==> config.mk <==
export PLATFORM = sky130hd
export DESIGN_NAME = seg7_scan_ctrl
export DESIGN_NICKNAME = d
export VERILOG_FILES = /design/src/rtl/seg7_scan_ctrl_pkg.sv /design/src/rtl/seg7_scan_ctrl_hex7seg.sv /design/src/rtl/seg7_scan_ctrl.sv
export SDC_FILE = /design/constraint.sdc
export NUM_CORES = 1
export LEC_CHECK = 0
export BUFFER_PORTS_ARGS = -buffer_cell sky130_fd_sc_hd__buf_2
export CORE_MARGIN = 2
export CORE_UTILIZATION = 40
export CTS_BUF_LIST = sky130_fd_sc_hd__clkbuf_4 sky130_fd_sc_hd__clkbuf_8
export DETAILED_ROUTE_END_ITERATION = 6
export HOLD_SLACK_MARGIN = 0.03
export SLEW_MARGIN = 20
export SYNTH_ARGS = -nofsm -noshare
export SYNTH_HDL_FRONTEND = slang
export SYNTH_HIERARCHICAL = 1
export SYNTH_SLANG_ARGS = --single-unit
==> constraint.sdc <==
create_clock -name clk -period 5.99 [get_ports clk]
set_input_delay 0.2995 -clock clk [delete_from_list [all_inputs] [get_ports clk]]
set_output_delay 0.2995 -clock clk [all_outputs]
set_load 0.05 [all_outputs]
==> src/rtl/seg7_scan_ctrl_pkg.sv <==
//------------------------------------------------------------------------------
// Module   : seg7_scan_ctrl_pkg
// Desc     : Scan FSM state encoding and active-low 7-segment patterns (a..g).
// Revision : 1.0 - initial release
//------------------------------------------------------------------------------
`default_nettype none

package seg7_scan_ctrl_pkg;

  typedef enum logic [0:0] {
    ST_BLANK = 1'b0,
    ST_SHOW  = 1'b1
  } scan_state_e;

  // Bit 6 is segment a, bit 0 is segment g; a 0 lights the segment.
  localparam logic [6:0] SEG_BLANK = 7'b1111111;
  localparam logic [6:0] SEG_HEX_0 = 7'b0000001;
  localparam logic [6:0] SEG_HEX_1 = 7'b1001111;
  localparam logic [6:0] SEG_HEX_2 = 7'b0010010;
  localparam logic [6:0] SEG_HEX_3 = 7'b0000110;
  localparam logic [6:0] SEG_HEX_4 = 7'b1001100;
  localparam logic [6:0] SEG_HEX_5 = 7'b0100100;
  localparam logic [6:0] SEG_HEX_6 = 7'b0100000;
  localparam logic [6:0] SEG_HEX_7 = 7'b0001111;
  localparam logic [6:0] SEG_HEX_8 = 7'b0000000;
  localparam logic [6:0] SEG_HEX_9 = 7'b0001100;
  localparam logic [6:0] SEG_HEX_A = 7'b0001000;
  localparam logic [6:0] SEG_HEX_B = 7'b1100000;
  localparam logic [6:0] SEG_HEX_C = 7'b0110001;
  localparam logic [6:0] SEG_HEX_D = 7'b1000010;
  localparam logic [6:0] SEG_HEX_E = 7'b0110000;
  localparam logic [6:0] SEG_HEX_F = 7'b0111000;

endpackage

`default_nettype wire

==> src/rtl/seg7_scan_ctrl_hex7seg.sv <==
//------------------------------------------------------------------------------
// Module   : hex7seg
// Desc     : Combinational hex nibble to active-low 7-segment pattern.
// Revision : 1.0 - initial release
//------------------------------------------------------------------------------
`default_nettype none

module hex7seg
  import seg7_scan_ctrl_pkg::*;
(
  input  logic [3:0] hex,
  output logic [6:0] seg
);

  always_comb begin
    seg = SEG_BLANK;
    case (hex)
      4'h0: seg = SEG_HEX_0;
      4'h1: seg = SEG_HEX_1;
      4'h2: seg = SEG_HEX_2;
      4'h3: seg = SEG_HEX_3;
      4'h4: seg = SEG_HEX_4;
      4'h5: seg = SEG_HEX_5;
      4'h6: seg = SEG_HEX_6;
      4'h7: seg = SEG_HEX_7;
      4'h8: seg = SEG_HEX_8;
      4'h9: seg = SEG_HEX_9;
      4'hA: seg = SEG_HEX_A;
      4'hB: seg = SEG_HEX_B;
      4'hC: seg = SEG_HEX_C;
      4'hD: seg = SEG_HEX_D;
      4'hE: seg = SEG_HEX_E;
      4'hF: seg = SEG_HEX_F;
      default: seg = SEG_BLANK;
    endcase
  end

endmodule

`default_nettype wire

==> src/rtl/seg7_scan_ctrl.sv <==
//------------------------------------------------------------------------------
// Module   : seg7_scan_ctrl
// Desc     : Multiplexed hex display scanner with a one-deep load buffer that
//            is promoted to the display only at frame boundaries.
//            Define SEG7_LZB_EN to enable leading-zero blanking.
// Revision : 1.0 - initial release
//------------------------------------------------------------------------------
`default_nettype none

module seg7_scan_ctrl
  import seg7_scan_ctrl_pkg::*;
#(
  parameter int NDIG = 4,
  parameter int DIV  = 50000,
  parameter int GAP  = 2
) (
  input  logic              clk,
  input  logic              rst,
  input  logic              ld_valid,
  input  logic [4*NDIG-1:0] ld_data,
  output logic              ld_ready,
  output logic [6:0]        seg,
  output logic [NDIG-1:0]   an,
  output logic              frame_done
);

  localparam int CNT_MAX = (DIV > GAP) ? DIV : GAP;
  localparam int CNT_W   = $clog2(CNT_MAX + 1);
  localparam int IDX_W   = $clog2(NDIG);

  scan_state_e       state_q, state_d;
  logic [CNT_W-1:0]  cnt_q, cnt_d;
  logic [IDX_W-1:0]  idx_q, idx_d;
  logic [4*NDIG-1:0] disp_q, disp_d;
  logic [4*NDIG-1:0] pend_q, pend_d;
  logic              pend_full_q, pend_full_d;
  logic [6:0]        seg_q, seg_d;
  logic [NDIG-1:0]   an_q, an_d;
  logic              fd_q, fd_d;

  logic [3:0]        hex_nib;
  logic [6:0]        hex_seg;
  logic              digit_dark;

`ifdef SEG7_LZB_EN
  logic [NDIG-1:0]   lead_zero;
  logic              lz_run;

  // lead_zero[k] is set when nibbles k..NDIG-1 are all zero; digit 0 never blanks.
  always_comb begin
    lead_zero = '0;
    lz_run    = 1'b1;
    for (int k = NDIG - 1; k >= 0; k--) begin
      lz_run       = lz_run & (disp_q[4*k +: 4] == 4'h0);
      lead_zero[k] = lz_run;
    end
    lead_zero[0] = 1'b0;
  end
`endif

  hex7seg u_hex7seg (
    .hex (hex_nib),
    .seg (hex_seg)
  );

  always_comb begin
    state_d = state_q;
    cnt_d   = cnt_q + CNT_W'(1);
    idx_d   = idx_q;
    case (state_q)
      ST_BLANK: begin
        if (cnt_q == CNT_W'(GAP - 1)) begin
          state_d = ST_SHOW;
          cnt_d   = '0;
        end
      end
      ST_SHOW: begin
        if (cnt_q == CNT_W'(DIV - 1)) begin
          state_d = ST_BLANK;
          cnt_d   = '0;
          idx_d   = (idx_q == IDX_W'(NDIG - 1)) ? '0 : idx_q + IDX_W'(1);
        end
      end
      default: begin
        state_d = ST_BLANK;
        cnt_d   = '0;
      end
    endcase
  end

  // Promotion needs a full buffer and acceptance an empty one, so both never fire together.
  always_comb begin
    disp_d      = disp_q;
    pend_d      = pend_q;
    pend_full_d = pend_full_q;
    if (fd_q && pend_full_q) begin
      disp_d      = pend_q;
      pend_full_d = 1'b0;
    end
    if (ld_valid && !pend_full_q) begin
      pend_d      = ld_data;
      pend_full_d = 1'b1;
    end
  end

  // Outputs are computed from next-state so they register on the same edge as the FSM.
  always_comb begin
    hex_nib    = 4'h0;
    digit_dark = 1'b0;
    for (int k = 0; k < NDIG; k++) begin
      if (idx_d == IDX_W'(k)) begin
        hex_nib = disp_q[4*k +: 4];
`ifdef SEG7_LZB_EN
        digit_dark = lead_zero[k];
`endif
      end
    end
    seg_d = SEG_BLANK;
    an_d  = '1;
    if (state_d == ST_SHOW && !digit_dark) begin
      seg_d = hex_seg;
      for (int k = 0; k < NDIG; k++) begin
        if (idx_d == IDX_W'(k)) begin
          an_d[k] = 1'b0;
        end
      end
    end
    fd_d = (state_d == ST_SHOW) && (idx_d == IDX_W'(NDIG - 1)) &&
           (cnt_d == CNT_W'(DIV - 1));
  end

  always_ff @(posedge clk or posedge rst) begin
    if (rst) begin
      state_q     <= ST_BLANK;
      cnt_q       <= '0;
      idx_q       <= '0;
      disp_q      <= '0;
      pend_q      <= '0;
      pend_full_q <= 1'b0;
      seg_q       <= SEG_BLANK;
      an_q        <= '1;
      fd_q        <= 1'b0;
    end else begin
      state_q     <= state_d;
      cnt_q       <= cnt_d;
      idx_q       <= idx_d;
      disp_q      <= disp_d;
      pend_q      <= pend_d;
      pend_full_q <= pend_full_d;
      seg_q       <= seg_d;
      an_q        <= an_d;
      fd_q        <= fd_d;
    end
  end

  assign ld_ready   = ~pend_full_q;
  assign seg        = seg_q;
  assign an         = an_q;
  assign frame_done = fd_q;

endmodule

`default_nettype wire

## After elaboration in Yosys (flattened, before gate mapping)

Memory sizes are Yosys's and may differ from the RTL's.
Cells that the tools add are included.

| storage, ports and cells | value |
|---|---|
| bits in read-only memories | 112 |
| bits in registers | 64 |
| memories | 1 |
| output and inout bits | 13 |
| bits of input ports | 19 |
| logic and storage cells | 49 |

Memories:

| memory | depth | bits a word | rd ports | clocked after Yosys merged registers in | write ports | RTL line | source |
|---|---|---|---|---|---|---|---|
| (no name shown) | 16 | 7 | 1 | 0 | 0 | seg7_scan_ctrl_hex7seg.sv:17 | `case (hex)` |

| operators by class | value |
|---|---|
| eq/ne operators | 7 |
| bitwise gates (word level) | 2 |
| mux-type cells | 21 |
| add/sub/neg operators | 2 |
| reductions and logical operators | 7 |

Operators by type and width:

| operator | count |
|---|---|
| == test 16 bit (second input constant) | 2 |
| 2-to-1 mux 16 bit | 2 |
| case mux 16 bit (2 select lines) | 1 |
| 2-to-1 mux 4 bit | 5 |
| adder 16 x 1 -> 16 bit (second input constant) | 1 |
| == test 16 x 1 -> 1 bit (second input constant) | 1 |
| 2-to-1 mux 1 bit | 8 |
| 2-to-1 mux 7 bit | 1 |
| == test 2 bit (second input constant) | 3 |
| 2-to-1 mux 2 bit | 3 |
| logical AND 1 bit | 4 |
| adder 2 x 1 -> 2 bit (second input constant) | 1 |
| == test 2 x 1 -> 1 bit (second input constant) | 1 |
| zero test 2 bit | 1 |
| NOT 1 bit | 2 |
| case mux 1 bit (2 select lines) | 1 |
| nonzero test 2 bit | 1 |
| zero test 1 bit | 1 |

## Logic depth before layout (Yosys ltp)

Gate-level depths: netlist of run 1.
An unclocked memory read counts as a cell.

| depth | value |
|---|---|
| word-level depth | 11 |
| mapped depth | 13 |
| mapped depth without buffers | 11 |

## Cells and area by module

The synthesis of run 1 kept the hierarchy.

By module, submodules not included:

| module | cells an instance | sequential area each (um^2) | area an instance (um^2) | times used |
|---|---|---|---|---|
| seg7_scan_ctrl | 285 | 1615.3 | 3148.0 | 1 |
| hex7seg | 37 | 0.0 | 272.8 | 1 |

## Least setup slack after synthesis of run 1

No wires, ideal clock.

| timing path | value |
|---|---|
| kind | register to register |
| start point | register cnt_q[12] |
| end point | register seg_q[3], in the netlist seg[3] |
| period minus slack after synthesis | 3.353 ns |
| path slack | 2.637 ns |
| stages on the path, launching flop included | 12 |
| library setup time | 0.080 ns |
| data required time | 5.910 ns |
| buffers on the path | 0 |
| arrival | 3.273 ns |
| path through | dfrtp_1 -> or4_4 -> nor4_4 -> nand2_2 -> mux2i_4 -> mux2i_1 -> inv_1 -> ha_1 -> mux2_4 -> nand2_2 -> o21ai_2 -> nand2b_1 |

| on the way | value |
|---|---|
| cells in the longest elaborated chain, start to end | 10 |
| elaborated cells on any way between the ends | 17 |
| those cells by class | 5 x eq/ne; 10 x mux; 1 x reduce/logical; 1 x memory |

RTL lines:

| element | RTL line | source |
|---|---|---|
| from (decl) | seg7_scan_ctrl.sv:32 | `logic [CNT_W-1:0] cnt_q, cnt_d;` |
| from (signal assigned) | seg7_scan_ctrl.sv:145 | `cnt_q <= cnt_d;` |
| == test 16 bit * | seg7_scan_ctrl.sv:78 | `if (cnt_q == CNT_W'(DIV - 1)) begin` |
| 2-to-1 mux 2 bit * | seg7_scan_ctrl.sv:78 |  |
| 2-to-1 mux 2 bit * | seg7_scan_ctrl.sv:70 | `case (state_q)` |
| zero test 2 bit | seg7_scan_ctrl.sv:111 | `if (idx_d == IDX_W'(k)) begin` |
| 2-to-1 mux 4 bit (3 in series) | seg7_scan_ctrl.sv:111 |  |
| 2-to-1 mux 4 bit * | seg7_scan_ctrl.sv:111 |  |
| named net hex_nib[0] | seg7_scan_ctrl.sv:41 | `logic [3:0] hex_nib;` |
| memory (16 x 7 bit) * | n/a |  |
| named net hex_seg[3] | seg7_scan_ctrl.sv:42 | `logic [6:0] hex_seg;` |
| 2-to-1 mux 7 bit * | seg7_scan_ctrl.sv:120 | `if (state_d == ST_SHOW && !digit_dark) begin` |
| named net seg_d[3] | seg7_scan_ctrl.sv:37 | `logic [6:0] seg_q, seg_d;` |
| to (signal assigned) | seg7_scan_ctrl.sv:150 | `seg_q <= seg_d;` |
| to (decl) | seg7_scan_ctrl.sv:37 |  |

Mark *: on every way through the listed nets, which the timed path passes. The rest lies on a longest branch.
A chain may end at the register's enable or synchronous reset.

## Worst setup path after layout of run 1

Ends and elaborated chain as after synthesis.

==> impl_metrics.csv, run 1 <==
group,metric,value,unit
route,dr.pass1.iters,4,
clock_tree,numCtsBuffers,9,
timing,maxSlewHeadroom,29.44,%
worst_setup_path,crit_type,"reg -> reg",
layout,fin_area,3824,um^2
yosys,synth_area_leaders,"dfrtp_1 (39%), mux2_2 (11%), dfstp_2 (8.4%)",
timing,skew,10.35,ps
placed_design,routabilityCongestion,0.8381,
worst_setup_path,path_buf_inv,1,
power_and_ir_drop,vdd_drop_max,178.4,uV
route,first_iter_violations,95,
timing,setup_tns,0,ps
yosys,synth_top_cell_by_area,"dfrtp_1",
worst_setup_path,path_common_cell,"nand2_2",
global_route,antenna_found_initial,0,
layout,stdcell_count,459,
clock_tree,insertion_delay,340,ps
timing,rsz0062_at_grt,"false",
placed_design,pre_cts_ws,2121,ps
route,ant_nets,0,
clock_tree,holdBufCountCts,0,
global_route,grt_pass1_wl,10990,um
worst_setup_path,path_cells,"or4_4 > nor4_4 > nand2_2 > mux2i_4 > mux2i_1 > inv_1 > ha_1 > mux2_4 > nand2_2 > o21ai_2 > nand2b_1",
placed_design,port_buffers,31,
clock_tree,clk_pin_slew,70,ps
clock_tree,cts_setup_buffers,0,
die,io_pins,32,
timing,finalSetupViolations,0,
die,initial_core_util,41.42,%
timing,post-route-period-util,63.41,%
layout,finish.utilization,46.30,%
global_route,grt_usage,15.64,%
yosys,synth_fp_nets,350,
worst_setup_path,crit_path_end_kind,"register",
power_and_ir_drop,finalPower,0.7930,mW
timing,layout_min_cycle_time,3798,ps
outcome,status,"finished, final reports clean",
worst_setup_path,critPathMaxStageDelay,600,ps
yosys,synth_seq_cells,64,
route,via_count,2381,
clock_tree,ctsResizeCount,0,
route,viasPerCell,5.187,
worst_setup_path,cp_slowest_cell,"or4_4",
yosys,synth.most_common_cell,"dfrtp_1",
worst_setup_path,startpoint_type,"register",
yosys,synth_flop_cell,"dfrtp_1",
yosys,yosysWarnings,6,
clock_tree,cts_max_path_buffers,2,
yosys,synth_cells,322,
die,die_area,9307,um^2
yosys,synth_commonest_cells,"dfrtp_1 (53), mux2_2 (33), nand2_1 (30), nor2_1 (27), nand2b_1 (26)",
yosys,synth_edf_count,0,
yosys,synth.cell_area,3421,um^2
worst_setup_path,critPathTopFamily,"simple AND/OR/NAND/NOR gates",
route,routedWlPerCell,14.15,um
layout,num-nets-final,378,
yosys,async_reset_ff_share,100.0,%
die,die_w,96.48,um
die,rows,33,
layout,diodes,0,
yosys,synth_seq_area_share,47.22,%
global_route,grt_max_degree,65,
layout,syn2layout_area_growth,11.78,%
placed_design,dpl_cell_area,3643,um^2
timing,worst_pin_slew,1029,ps
global_route,gr-total-overflow,0,
worst_setup_path,critPathRequiredTime,6250,ps
worst_setup_path,critPathMaxFanout,9,
route,drc,0,
clock_tree,cts.sinks,64,
placed_design,dp.cells,444,
timing,holdWs,171.2,ps
timing,hold_violations,0,
timing,worst_slack,2192,ps
yosys,ys_types,48,
placed_design,dpl.hpwl,4497,um
job,maxCapViolations,0,
global_route,first_global_vias,2320,
worst_setup_path,cp.arrival,4060,ps
route,routed_wl,6493,um
clock_tree,cts_tree,"yes",
timing,fmax,0.2633,GHz
die,core_area,8258,um^2
die,die_h,96.48,um
yosys,yosysTopAreaCellShare,38.77,%
yosys,syn_avg_cell_area,10.62,um^2
timing,drv_slew,0,
power_and_ir_drop,p_leak,1.738,nW
worst_hold_path,min_path_type,"in -> async",
clock_tree,clock-root-buffer,"clkbuf_8",
clock_tree,h-tree-depth,3,
power_and_ir_drop,power_density,207.4,nW/um^2
layout,drive_gt1_share,30.23,%
## worst register-to-register path: stages (launching register included)
cell and delay [ps]:
dfrtp_1 450, or4_4 600, nor4_4 570, nand2_2 180, mux2i_4 330, mux2i_1 520
inv_1 170, ha_1 340, mux2_4 280, nand2_2 70, o21ai_2 50, nand2b_1 170
## area by class of cell
type,count,area (um^2)
well taps,105,131.4
fillers,799,4434
flip-flops and latches,64,1615
inverters,12,45.04
multi-input cells,230,1685
clock buffers,12,158.9
repair buffers,33,170.2
clock inverters,3,17.52
## cell usage in the layout (no fill, tap or decap), types with 9 or more instances in the layout
cell type  instances
clkbuf_8          11
mux2_2            33
nand3_1           13
inv_1             11
dfrtp_1           53
nand2_1           30
nor2_1            27
dfstp_2           11
nand2b_1          26
buf_2             31
ha_1               9
## flip-flops by register name, indices dropped and copies added, names as in the netlist
name,count
cnt_q,16
disp_q,16
pend_full_q,1
state_q,1
frame_done,1
seg,7
an,4
idx_q,2
pend_q,16
## power breakdown
group | leakage [nW] | internal, mW | total [mW] | switching (mW)
clock network | 0.0917 | 0.174 | 0.333 | 0.160
registers | 0.804 | 0.438 | 0.441 | 0.00253
logic | 0.842 | 0.00859 | 0.0191 | 0.0105
total | 1.74 | 0.620 | 0.793 | 0.173
## cell families after synthesis
group / synth area share (%)
simple gates: 19.82
flops: 47.22
mux: 14.30
compound gates: 8.413
buf+inv: 3.621
xor+xnor: 3.328
fa+ha+maj: 3.292
## worst paths after layout
check / from / endpoint / slack [ps] / cells past startpoint
min in group clk: ld_data[12] / pend_q[12] / 190 / 2
max reg2reg: cnt_q[12] / seg[3] / 2190 / 11
min: rst / cnt_q[13] / 170 / 3
max in group asynchronous: rst / disp_q[8] / 5290 / 3
min reg2reg: frame_done / pend_full_q / 470 / 1
max: cnt_q[12] / seg[3] / 2190 / 11
## layer usage
metal | vias to the layer above | global-route usage, % | wire length [um]
li1 | 1177 | - | -
met1 | 1149 | 20.80 | 3028
met2 | 43 | 23.55 | 3091
met3 | 12 | 4.112 | 220
met4 | 0 | 7.864 | 153
met5 | - | 0 | 0
Power figures use the tool's default switching activity.
==> run 2: changes to the inputs <==
--- a/config.mk
+++ b/config.mk
@@ -5,6 +5,7 @@
 export SDC_FILE = /design/constraint.sdc
 export NUM_CORES = 1
 export LEC_CHECK = 0
+export ABC_AREA = 1
 export BUFFER_PORTS_ARGS = -buffer_cell sky130_fd_sc_hd__buf_2
 export CORE_MARGIN = 2
 export CORE_UTILIZATION = 40
==> constraint.sdc (replaced) <==
create_clock -name clk -period 4 [get_ports clk]
set_input_delay 0.2 -clock clk [delete_from_list [all_inputs] [get_ports clk]]
set_output_delay 0.2 -clock clk [all_outputs]
set_load 0.05 [all_outputs]
==> run 2 against run 1 <==
Critical path depth increased by 6. Utilization up 1.0 points. Worst hold slack worse by 76 ps. Global-route usage up 1.4 points. Final area grew 1.2%. Fmax grew 29%. Clock power up 110%. Register-to-register slack worse by 1100 ps. Via count is 9.9% higher. Clock skew increased by 1.5 ps. Combinational power is 14% higher. Critical path type unchanged. Largest power group is now the clock network.
==> impl_metrics.csv, run 2 <==
group,metric,value,unit
outcome,status,"finished, final reports clean",
yosys,synth_seq_cells,64,
yosys,synth_edf_count,0,
yosys,syn_avg_cell_area,7.894,um^2
die,core_area,8175,um^2
yosys,synth.cell_area,3347,um^2
layout,diodes,0,
route,viasPerCell,4.583,
global_route,grt_usage,17.04,%
placed_design,port_buffers,31,
route,routedWlPerCell,11.71,um
die,die_w,95.48,um
global_route,antenna_found_initial,0,
timing,drv_slew,0,
clock_tree,insertion_delay,340,ps
timing,post-route-period-util,73.54,%
layout,num-nets-final,489,
layout,reg_top3,"cnt_q: 16 flops, disp_q: 16 flops, pend_q: 16 flops",
yosys,synth_commonest_cells,"nand2_1 (119), inv_1 (57), dfrtp_1 (53), nor2_1 (42), nand3_1 (21)",
worst_setup_path,path_cells,"ha_1 > nand3_1 > nor3_2 > nand2_1 > nand2_1 > o21ai_2 > nor2_2 > nand2_1 > nand4_1 > inv_1 > ha_1 > inv_1 > nand2_1 > nand2_1 > nand2_1 > nand2_1 > or2_2",
clock_tree,clk_pin_slew,80,ps
yosys,yosysTopAreaCellShare,39.63,%
die,initial_core_util,40.94,%
worst_setup_path,path_common_cell,"nand2_1",
route,via_count,2617,
worst_setup_path,path_buf_inv,2,
yosys,yosysWarnings,6,
yosys,synth_flop_cell,"dfrtp_1",
layout,final_common_cell,"nand2_1",
clock_tree,numCtsBuffers,9,
worst_setup_path,rr_startpoint,"cnt_q[0]",
clock_tree,cts_tree,"yes",
yosys,synth_cells,424,
route,first_iter_violations,109,
timing,setup_tns,0,ps
job,maxCapViolations,0,
die,rows,33,
clock_tree,h-tree-depth,3,
die,io_pins,32,
layout,fin_area,3871,um^2
worst_hold_path,min_path_type,"in -> reg",
clock_tree,cts.sinks,64,
timing,finalSetupViolations,0,
yosys,synth.most_common_cell,"nand2_1",
placed_design,routabilityCongestion,0.8780,
clock_tree,cts_max_path_buffers,2,
power_and_ir_drop,finalPower,1.359,mW
layout,final_cell_mix,"nand2_1 (119), inv_1 (56), dfrtp_1 (53)",
layout,drive_gt1_share,23.18,%
timing,holdWs,95.64,ps
timing,worst_pin_slew,920.7,ps
timing,skew,11.89,ps
timing,hold_violations,0,
timing,rsz0062_at_grt,"false",
route,ant_nets,0,
global_route,gr-total-overflow,0,
worst_setup_path,critPathTopFamily,"simple AND/OR/NAND/NOR gates",
worst_setup_path,critPathMaxFanout,7,
yosys,synth_area_leaders,"dfrtp_1 (40%), nand2_1 (13%), dfstp_2 (8.6%)",
route,drc,0,
yosys,ys_types,32,
clock_tree,cts_setup_buffers,0,
layout,syn2layout_area_growth,15.66,%
placed_design,dpl.hpwl,5058,um
die,die_h,95.48,um
worst_setup_path,critPathMaxStageDelay,460,ps
global_route,first_global_vias,2539,
yosys,synth_fp_nets,452,
yosys,synth_seq_area_share,48.26,%
route,routed_wl,6689,um
worst_setup_path,critPathLaunch,"cnt_q[0]",
worst_setup_path,startpoint_type,"register",
worst_setup_path,critPathRequiredTime,4260,ps
worst_setup_path,cp.arrival,3200,ps
global_route,grt_pass1_wl,11910,um
power_and_ir_drop,power_density,351.0,nW/um^2
timing,fmax,0.3399,GHz
yosys,synth_top_cell_by_area,"dfrtp_1",
die,die_area,9115,um^2
timing,maxSlewHeadroom,38.47,%
layout,finish.utilization,47.35,%
route,dr.pass1.iters,4,
worst_hold_path,hp-start,"ld_data[4]",
placed_design,dpl_cell_area,3607,um^2
yosys,async_reset_ff_share,100.0,%
worst_setup_path,crit_path_end_kind,"register",
global_route,grt_max_degree,36,
clock_tree,clock-root-buffer,"clkbuf_8",
worst_setup_path,cp_slowest_cell,"dfrtp_1",
power_and_ir_drop,p_leak,2.040,nW
worst_setup_path,crit_type,"reg -> reg",
power_and_ir_drop,vdd_drop_max,313.0,uV
timing,layout_min_cycle_time,2942,ps
run 2: changes by cell type in the layout (fill, tap and decap cells not counted), moves of 15 or more:
cell / change
mux2_2: -33
nand2_1: +89
nand2b_1: -26
inv_1: +45
o21ai_0: +16
nor2_1: +15
run 2: through the flow:
stage               std cells  setup WS [ps]
global placement          554           1178
floorplan                 424           1405
CTS                       571           1043
detailed placement        554           1077
global route              571          707.5
finish                    571           1058
run 2: final cells by class:
type	instances	area, um^2
multi-input combinational	286	1444
fill	828	4304
clock inverter	6	116.4
clock buffer	10	137.6
timing repair buffer	33	172.7
inverter	67	254.0
tap	105	131.4
sequential	64	1615
run 2: cell families (layout without fill, tap and decap cells):
family / count (synthesis) / in the layout / synth area share, %
xor gates and xnor gates: 2 / 2 / 0.5235
AOI/OAI and AO/OA: 43 / 43 / 7.140
buffers and inverters: 74 / 116 / 8.599
DFF: 64 / 64 / 48.26
and+or+nand+nor: 232 / 232 / 32.11
adders and majority gates: 9 / 9 / 3.365
run 2: power by group:
| part | internal [mW] | switching [mW] |
|---|---|---|
| Sequential | 0.647 | 0 |
| Clock | 0.434 | 0.256 |
| Combinational | 0.00742 | 0.0144 |
run 2: worst paths after layout:
check                             endpoint  slack [ps]  cells past startpoint
worst min register to register   disp_q[2]         500                      2
min in group asynchronous       pend_q[15]         480                      3
max in group asynchronous            an[3]        2600                      4
worst max register to register      seg[3]        1060                     17
worst min-delay path             pend_q[4]         100                      3
worst max-delay path                seg[3]        1060                     17
run 2: what timing repair did:
action,4_1_cts,5_1_grt
hold endpoints to repair,27,0
gates resized for setup,0,0
hold buffers,1,0
run 2: worst min-delay path, delay by kind of cell:
family,cells,cell delay (ps)
simple gates,1,30
compound gates,1,90
buf+inv,1,70
run 2: metal layers:
| metal | up-vias | routed length (um) | global-route usage (%) |
|---|---|---|---|
| met5 | - | 0 | 0 |
| met4 | 0 | 99 | 5.714 |
| met3 | 10 | 257 | 4.664 |
| met2 | 41 | 3145 | 27.17 |
| met1 | 1185 | 3186 | 22.48 |
| li1 | 1381 | - | - |
==> run 3: changes to the inputs <==
==> constraint.sdc (replaced) <==
create_clock -name clk -period 3 [get_ports clk]
set_input_delay 0.15 -clock clk [delete_from_list [all_inputs] [get_ports clk]]
set_output_delay 0.15 -clock clk [all_outputs]
set_load 0.05 [all_outputs]
==> run 3 against run 2 <==
Global-route usage shrank 0.54 points. Non-clock buffer count grew 6. Via count grew 2.2%. Critical path type unchanged. Critical endpoint unchanged. Largest power group is now registers. Clock skew shrank 1.7 ps.
==> impl_metrics.csv, run 3 (same netlist as run 2, synthesis figures left out) <==
group,metric,value,unit
outcome,status,"finished, final reports clean",
clock_tree,h-tree-depth,3,
route,ant_nets,0,
timing,layout_min_cycle_time,2709,ps
global_route,grt_pass1_wl,11460,um
timing,finalSetupViolations,0,
worst_setup_path,crit_type,"reg -> reg",
layout,drive_gt1_share,24.58,%
timing,fmax,0.3692,GHz
route,drc,0,
power_and_ir_drop,finalPower,1.627,mW
worst_setup_path,cp_slowest_cell,"dfrtp_2",
clock_tree,insertion_delay,350,ps
route,routedWlPerCell,11.60,um
layout,syn2layout_area_growth,15.33,%
worst_hold_path,holdPathStages,3,
route,routed_wl,6695,um
timing,skew,10.21,ps
die,die_area,9115,um^2
worst_hold_path,hp-start,"ld_data[4]",
global_route,gr-total-overflow,0,
worst_setup_path,critPathTopFamily,"simple AND/OR/NAND/NOR gates",
global_route,first_global_vias,2482,
die,die_w,95.48,um
global_route,grt_usage,16.50,%
clock_tree,cts_max_path_buffers,2,
die,core_area,8175,um^2
worst_setup_path,critPathRequiredTime,3260,ps
timing,hold_violations,0,
route,viasPerCell,4.636,
die,initial_core_util,40.94,%
placed_design,dp.cells,558,
die,rows,33,
worst_setup_path,rrSetupSlack,290,ps
placed_design,routabilityCongestion,0.8809,
power_and_ir_drop,p_leak,2.041,nW
layout,finish.utilization,47.21,%
worst_setup_path,path_cells,"ha_1 > nand2_2 > nor2_4 > nand3_4 > o21ai_4 > nand2_1 > inv_2 > nand2_1 > nand4_1 > inv_2 > ha_1 > inv_1 > nand2_1 > nand2_1 > nand2_1 > nand2_1 > or2_2",
global_route,grt_max_degree,34,
timing,holdWs,47.98,ps
clock_tree,cts.sinks,64,
route,first_iter_violations,162,
clock_tree,cts_tree,"yes",
timing,drv_slew,0,
job,maxCapViolations,0,
timing,post-route-period-util,90.29,%
layout,final_cell_mix,"nand2_1 (119), inv_1 (55), dfrtp_1 (52)",
route,dr.pass1.iters,5,
layout,diodes,0,
placed_design,dpl.hpwl,5006,um
timing,maxSlewHeadroom,39.12,%
timing,worst_pin_slew,911.0,ps
global_route,antenna_found_initial,0,
clock_tree,clock-root-buffer,"clkbuf_8",
layout,final_common_cell,"nand2_1",
worst_setup_path,startpoint_type,"register",
timing,rsz0062_at_grt,"false",
worst_setup_path,critPathMaxFanout,7,
clock_tree,clk_pin_slew,80,ps
worst_setup_path,critPathMaxStageDelay,430,ps
worst_setup_path,worstRegToRegCells,17,
power_and_ir_drop,power_density,421.5,nW/um^2
placed_design,port_buffers,31,
die,die_h,95.48,um
layout,reg_top3,"cnt_q: 16 flops, disp_q: 16 flops, pend_q: 16 flops",
die,io_pins,32,
worst_setup_path,r2r-end,"seg[3]",
worst_setup_path,path_buf_inv,3,
clock_tree,numCtsBuffers,9,
worst_setup_path,crit_path_end_kind,"register",
layout,num-nets-final,495,
layout,stdcell_count,577,
worst_hold_path,min_path_type,"in -> reg",
route,via_count,2675,
timing,setup_tns,0,ps
worst_hold_path,whs_endpoint,"pend_q[4]",
worst_setup_path,path_common_cell,"nand2_1",
worst_setup_path,rr_startpoint,"cnt_q[0]",
power_and_ir_drop,vdd_drop_max,294.5,uV
worst_setup_path,cp.arrival,2970,ps
-- run 3: worst max-delay path by stage --
stage	startpoint	to	slack, ps	cells past startpoint
6_report	cnt_q[0]	seg[3]	290	17
5_1_grt	cnt_q[0]	seg[3]	20	17
4_1_cts	cnt_q[0]	seg[3]	170	17
3_5_place_dp	cnt_q[0]	seg[3]	210	17
3_3_place_gp	cnt_q[0]	seg[3]	310	17
2_1_floorplan	cnt_q[0]	seg[3]	400	16
-- run 3: tightest hold or removal path, cell delays in order --
cell	delay [ps]
buf_2	70
nor2_1	30
a21oi_1	100
-- run 3: timing repair --
item | CTS | global route
gates resized for setup | 0 | 2
setup endpoints to repair | 0 | 2
endpoints found under the hold margin | 17 | 0
buffers inserted | 0 | 2
hold buffers | 1 | 0
-- run 3: final cells by class --
type                            instances  area [um^2]
Clock buffer                            9        123.9
Clock inverter                          7        72.57
Fill cell                             839         4315
Inverter                               67        254.0
Multi-Input combinational cell        286         1444
Sequential cell                        64         1617
Tap cell                              105        131.4
Timing Repair Buffer                   39        217.7
-- run 3: through the flow --
stage	instance area [um^2]	worst slack [ps]
detailed placement	3637	211.0
global placement	3637	307.3
floorplan	3347	404.7
finish	3860	291.2
global route	3860	24.48
CTS	3844	172.9
-- run 3: routing by layer --
layer / up-vias / wire length, um / part of all wire [%] / GRT usage [%]
li1: 1396 / - / - / -
met5: - / 0 / 0 / 0
met2: 42 / 3112 / 46 / 26.47
met4: 0 / 115 / 1.7 / 6.429
met1: 1228 / 3221 / 48 / 21.49
met3: 9 / 245 / 3.7 / 4.111
-- run 3: power by group --
| part | leakage [nW] | total [mW] | switching, mW | internal, mW |
|---|---|---|---|---|
| clock network | 0.0952 | 0.734 | 0.351 | 0.383 |
| logic | 1.21 | 0.0299 | 0.0191 | 0.0108 |
| registers | 0.737 | 0.863 | 0 | 0.863 |
